## src/rtl/piso_serializer.sv

```systemverilog
// piso_serializer: parallel-in serial-out transmitter with a valid/ready load
// handshake. Each accepted word is sent one bit per clock with sout_valid set,
// and done marks the final bit of the frame. A word offered during the done
// cycle is loaded straight away, so frames can run back to back with no gap.
// Define PISO_PARITY_EN to append an even-parity bit, making frames WIDTH+1
// bits long.
module piso_serializer #(
   parameter int WIDTH     = 4,
   parameter bit LSB_FIRST = 1'b1
) (
   input  logic             clk,
   input  logic             clr,
   input  logic             load_valid,
   output logic             load_ready,
   input  logic [WIDTH-1:0] din,
   output logic             sout,
   output logic             sout_valid,
   output logic             done
);

`ifdef PISO_PARITY_EN
   localparam int FRAME = WIDTH + 1;
`else
   localparam int FRAME = WIDTH;
`endif
   localparam int CW = $clog2(WIDTH + 1);
   localparam logic [CW-1:0] LAST_BIT = CW'(FRAME - 1);
`ifdef PISO_PARITY_EN
   localparam logic [CW-1:0] LAST_DATA = CW'(WIDTH - 1);
`endif

   typedef enum logic {IDLE, SHIFT} state_t;

   state_t             state_reg, state_next;
   logic [WIDTH-1:0]   shift_reg, shift_next;
   logic [CW-1:0]      cnt_reg, cnt_next;
   logic               sout_reg, sout_next;
   logic               sout_valid_reg, sout_valid_next;
   logic               accept;
   logic               next_bit;
`ifdef PISO_PARITY_EN
   logic               parity_reg, parity_next;
`endif

   // State register. The bit currently on the line is held in sout_reg, and
   // shift_reg holds only the bits still to be sent.
   always_ff @(posedge clk or posedge clr) begin
      if (clr) begin
         state_reg      <= IDLE;
         shift_reg      <= '0;
         cnt_reg        <= '0;
         sout_reg       <= 1'b0;
         sout_valid_reg <= 1'b0;
`ifdef PISO_PARITY_EN
         parity_reg     <= 1'b0;
`endif
      end else begin
         state_reg      <= state_next;
         shift_reg      <= shift_next;
         cnt_reg        <= cnt_next;
         sout_reg       <= sout_next;
         sout_valid_reg <= sout_valid_next;
`ifdef PISO_PARITY_EN
         parity_reg     <= parity_next;
`endif
      end
   end

   // Next-state logic. load_ready is derived from state and counter only, so
   // it never depends on load_valid.
   always_comb begin
      state_next      = state_reg;
      shift_next      = shift_reg;
      cnt_next        = cnt_reg;
      sout_next       = sout_reg;
      sout_valid_next = sout_valid_reg;
`ifdef PISO_PARITY_EN
      parity_next     = parity_reg;
`endif

      done       = (state_reg == SHIFT) && (cnt_reg == LAST_BIT);
      load_ready = (state_reg == IDLE) || done;
      accept     = load_valid && load_ready;

      next_bit = LSB_FIRST ? shift_reg[0] : shift_reg[WIDTH-1];
`ifdef PISO_PARITY_EN
      if (cnt_reg == LAST_DATA)
         next_bit = parity_reg;
`endif

      if (accept) begin
         // The first bit goes straight to the output register, and the rest
         // of the word waits in shift_reg.
         state_next      = SHIFT;
         cnt_next        = '0;
         sout_valid_next = 1'b1;
         sout_next       = LSB_FIRST ? din[0] : din[WIDTH-1];
         shift_next      = LSB_FIRST ? (din >> 1) : (din << 1);
`ifdef PISO_PARITY_EN
         parity_next     = ^din;
`endif
      end else if (state_reg == SHIFT) begin
         if (done) begin
            state_next      = IDLE;
            sout_next       = 1'b0;
            sout_valid_next = 1'b0;
         end else begin
            cnt_next   = cnt_reg + CW'(1);
            sout_next  = next_bit;
            shift_next = LSB_FIRST ? (shift_reg >> 1) : (shift_reg << 1);
         end
      end
   end

   assign sout       = sout_reg;
   assign sout_valid = sout_valid_reg;

endmodule

```

## config.mk

```make
export PLATFORM = sky130hd
export DESIGN_NAME = piso_serializer
export DESIGN_NICKNAME = d
export VERILOG_FILES = /design/src/rtl/piso_serializer.sv
export SDC_FILE = /design/constraint.sdc
export NUM_CORES = 1
export LEC_CHECK = 0
export CAP_MARGIN = 20
export CORE_AREA = 2 2 39 41
export DETAILED_ROUTE_END_ITERATION = 8
export DIE_AREA = 0 0 41 43
export GPL_ROUTABILITY_DRIVEN = 0
export SLEW_MARGIN = 20
export SYNTH_ARGS = -nofsm -noshare
export SYNTH_HDL_FRONTEND = slang
export SYNTH_SLANG_ARGS = --single-unit
```

## constraint.sdc

```tcl
create_clock -name clk -period 2.18 [get_ports clk]
set_clock_uncertainty 0.1 [all_clocks]
set_input_delay 0.327 -clock clk [delete_from_list [all_inputs] [get_ports clk]]
set_output_delay 0.327 -clock clk [all_outputs]
set_load 0.01 [all_outputs]
```

Word-level counts from Yosys, hierarchy flattened
Index checks and enable logic that the tools add are counted.
Cells by class
  add/subtract/negate cells: 1
  mux-type cells: 15
  eq/ne operators: 2
  reductions and logical operators: 7
  bitwise logic cells: 1
Operator list (number)
  4-bit two-way mux: 3
  1-bit two-way mux: 9
  3-bit two-way mux: 3
  2-bit AND reduction: 2
  2-bit nonzero test: 2
  3-bit by 1-bit adder with 3-bit output, second input constant: 1
  3-bit by 2-bit equality test with 1-bit output, second input constant: 1
  1-bit logical AND: 2
  2-bit by 1-bit inequality test with 1-bit output, second input constant: 1
  1-bit logical OR: 1
  1-bit inverter: 1
Word-level totals
  word-level logic and storage cells: 31
  input bits: 7
  register bits: 10
  output and inout port bits: 4

Depth between registers and ports, before layout
  depth after elaboration: 6
  gate-level depth with buffers: 7

Least setup slack after synthesis
Ideal clock, no wire load.
  path kind: register to output
  start: reg cnt_reg[0]
  end: out load_ready
  buffers on the path: 1
  slack: 0.687 ns
  data arrival time: 1.066 ns
  required time: 1.753 ns
  stages on the path, launching flop included: 6
  cell sequence: dfrtp_1 > ha_1 > ha_1 > nor2b_4 > buf_6 > inv_4
On the way
  longest elaborated chain between the ends: 3
Ends and longest elaborated chain
  start, declared: line 36  | logic [CW-1:0] cnt_reg, cnt_next;
  start signal, assigned: line 60  | cnt_reg <= cnt_next;
  3-bit by 2-bit equality test with 1-bit output: line 81  | done = (state_reg == SHIFT) && (cnt_reg == LAST_BIT);
  1-bit logical AND: line 81
  1-bit logical OR: line 82  | load_ready = (state_reg == IDLE) || done;
  end, declared: line 14  | output logic load_ready,
Every way passes these cells.

Worst setup path after layout
Ends and elaborated chain as after synthesis.

==> results.cfg <==
[pwr]
p_leak_nw = 0.276
clockPowerShare_pct = 17.6
internal_power_w = 0.000469
combPwrFrac_pct = 44.4
seqPwrFrac_pct = 38.1
power_density_nw_per_um2 = 1280
switchingPower_w = 0.000258
switching_share_pct = 35.5
irDropWorstVdd_mv = 0.410

[global_route]
grt_use_total_pct = 9.96
grt_pass1_vias = 284
grt_overflow = 0
antenna_found_initial = 0
grt_max_degree = 10
grt_pass1_wl_um = 1090

[yosys]
synthDistinctLibCells = 16
synth_top_area_share_pct = 51.6
yosys_warnings = 0
postSynthAreaPerCell_um2 = 10.9
synthTopCellsByArea = dfrtp_1, mux2i_1, ha_1
synth_area_um2 = 437
syn_inst = 40
ys_seq_area_share_pct = 51.6
synth_area_leader_cell = dfrtp_1
ys_ff_latch = 9
syn-num-nets = 49

[clock_network]
clk_latency_ns = 0.26
clk_path_buf_depth = 2
path_clk_slew_ns = 0.06
cts.sinks = 9
post-cts-setup-buffers = 0
cts_htree_levels = 1
cts-buffers-inserted = 3
root_buffer = clkbuf_4
cts_tree = done

[critical_path]
slowest_delay_ns = 0.40
crit_path_end_kind = output pin
r2r_setup_slack_ns = 0.70
crit_chain = ha_1 -> ha_1 -> nor2b_4 -> inv_4 -> dlygate4sd2_1
reg2reg_depth = 6
worstSetupPathType = reg -> out
rr_endpoint = sout$_DFFE_PP0P_
critPathMaxFanout = 8
path_delay_family = adder cells
cp-start-kind = register
worstPathRequired_ns = 1.75
slowest_stage = dfrtp_1
worst_path_most_repeated_cell = ha_1
arrival_ns = 1.59
path_buf_inv = 2
r2r-start = cnt_reg[0]$_DFFE_PP0P_

[drt]
vias = 318
viasPerCell = 4.61
drt_iter0_drc = 4
ant_nets = 0
drt_wl_total_um = 733
drc = 0
wire_per_inst_um = 10.6
firstDrtPassIters = 2

[final_layout]
drive_above_1_share_pct = 17.0
utilization_pct = 41.1
finalNetCount = 63
num_antenna_cells = 0
fin_area_um2 = 569
fillers = 144
fin_cells = 69
areaGrowthSynthToFinish_pct = 30.4

[timing]
tightest_slew_ns = 0.349
min_period_ns = 2.02
relSlewSlack_pct = 76.6
grt_setup_unrepaired = no
setup_viol = 0
clock.fmax_ghz = 0.496
report.final.slew_viol_count = 0
fin_crit_sh_pct = 92.5
tns_ns = 0
fin_ws_ns = 0.163
hold_viol = 0

[placement]
dp_slack_ns = 0.244
placed_cells = 65
io_buffers = 10
placed_area_um2 = 546

[outcome]
status = finished, final reports clean

[floorplanning]
rows = 14
die_width_um = 41
core_um2 = 1380
floorplan.initialDensity_pct = 31.6
io_pins = 11
dieArea_um2 = 1760
die_h_um = 43

[hold_path]
hold_path_class = in -> async

[job]
drv_cap = 0
## per-layer routing
metal  up-vias  share of wire [%]  GRT usage [%]
met5         -                  0              0
met1       148                 49           11.4
li1        161                  -              -
met4         0                1.6           8.00
met3         2                6.1           4.71
met2         7                 43           13.4
## worst max-delay path by stage
stage / slack (ns) / cells after the start / startpoint / to
global route: 0.09 / 5 / cnt_reg[0]$_DFFE_PP0P_ / load_ready
floorplan: 0.69 / 5 / cnt_reg[0]$_DFFE_PP0P_ / load_ready
finish: 0.16 / 5 / cnt_reg[0]$_DFFE_PP0P_ / load_ready
detailed placement: 0.24 / 5 / cnt_reg[0]$_DFFE_PP0P_ / load_ready
CTS: 0.15 / 5 / cnt_reg[0]$_DFFE_PP0P_ / load_ready
global placement: 0.27 / 4 / cnt_reg[0]$_DFFE_PP0P_ / done
## repair_timing
item | in CTS | in global routing
setup endpoints to repair | 2 | 0
hold buffers | 0 | 0
gates resized for setup | 2 | 0
## through the flow
stage | hold slack [ns] | total power (W)
after floorplan | 0.0549 | 0.000506
after global placement | 0.356 | 0.000613
after detailed placement | 0.364 | 0.000622
after CTS | 0.240 | 0.000739
after global routing | 0.277 | 0.000792
final | 0.233 | 0.000727
## power groups by stage
stage / clock, W / combinational, W / sequential [W]
4_1_cts: 0.000134 / 0.000329 / 0.000277
3_5_place_dp: 0 / 0.000341 / 0.000280
3_3_place_gp: 0 / 0.000337 / 0.000277
2_1_floorplan: 0 / 0.000224 / 0.000282
6_report: 0.000128 / 0.000322 / 0.000277
5_1_grt: 0.000141 / 0.000364 / 0.000287
## cell type report
class | instances | area [um^2] | area share (%)
Clock buffer | 4 | 26.3 | 4.62
Inverter | 4 | 17.5 | 3.08
Tap cell | 16 | 20.0 | 3.52
Sequential cell | 9 | 225 | 39.6
Multi-Input combinational cell | 25 | 175 | 30.8
Timing Repair Buffer | 11 | 105 | 18.5
## placed cells by master (no fill, tap or decap)
master / instances
nor2b_4: 1
mux2i_1: 4
ha_1: 2
o21ai_1: 2
inv_4: 1
a32oi_1: 1
nor2_1: 1
dlygate4sd2_1: 2
o21ai_0: 3
clkdlybuf4s50_1: 8
dfrtp_1: 9
nand2_1: 5
buf_4: 1
clkbuf_1: 1
inv_1: 3
clkbuf_4: 3
a21oi_2: 2
and2_2: 1
nand3_1: 3
## cell usage after synthesis
cell / count
a32oi_1: 1
nand2_1: 5
dfrtp_1: 9
mux2i_1: 4
nor2_1: 1
ha_1: 2
o21ai_0: 3
o21ai_1: 2
inv_1: 3
nand3_1: 3
a21oi_2: 2
buf_4: 1
nor2b_4: 1
buf_6: 1
and2_2: 1
inv_4: 1
## worst register-to-register path, stage by stage, from the launching register on
cell	delay (ns)
dfrtp_1	0.40
ha_1	0.21
ha_1	0.23
nor2b_4	0.15
buf_4	0.16
a32oi_1	0.05
o21ai_0	0.10
## logic make-up after synthesis
logic type | count (synthesis) | synth area share (%)
multiplexers | 4 | 9.17
buffers and inverters | 6 | 8.31
AO/OA/AOI/OAI | 8 | 11.7
flip-flops | 9 | 51.6
AND/OR/NAND/NOR | 11 | 13.5
adder cells (fa/ha/maj) | 2 | 5.73
Power figures use the tool's default switching activity.
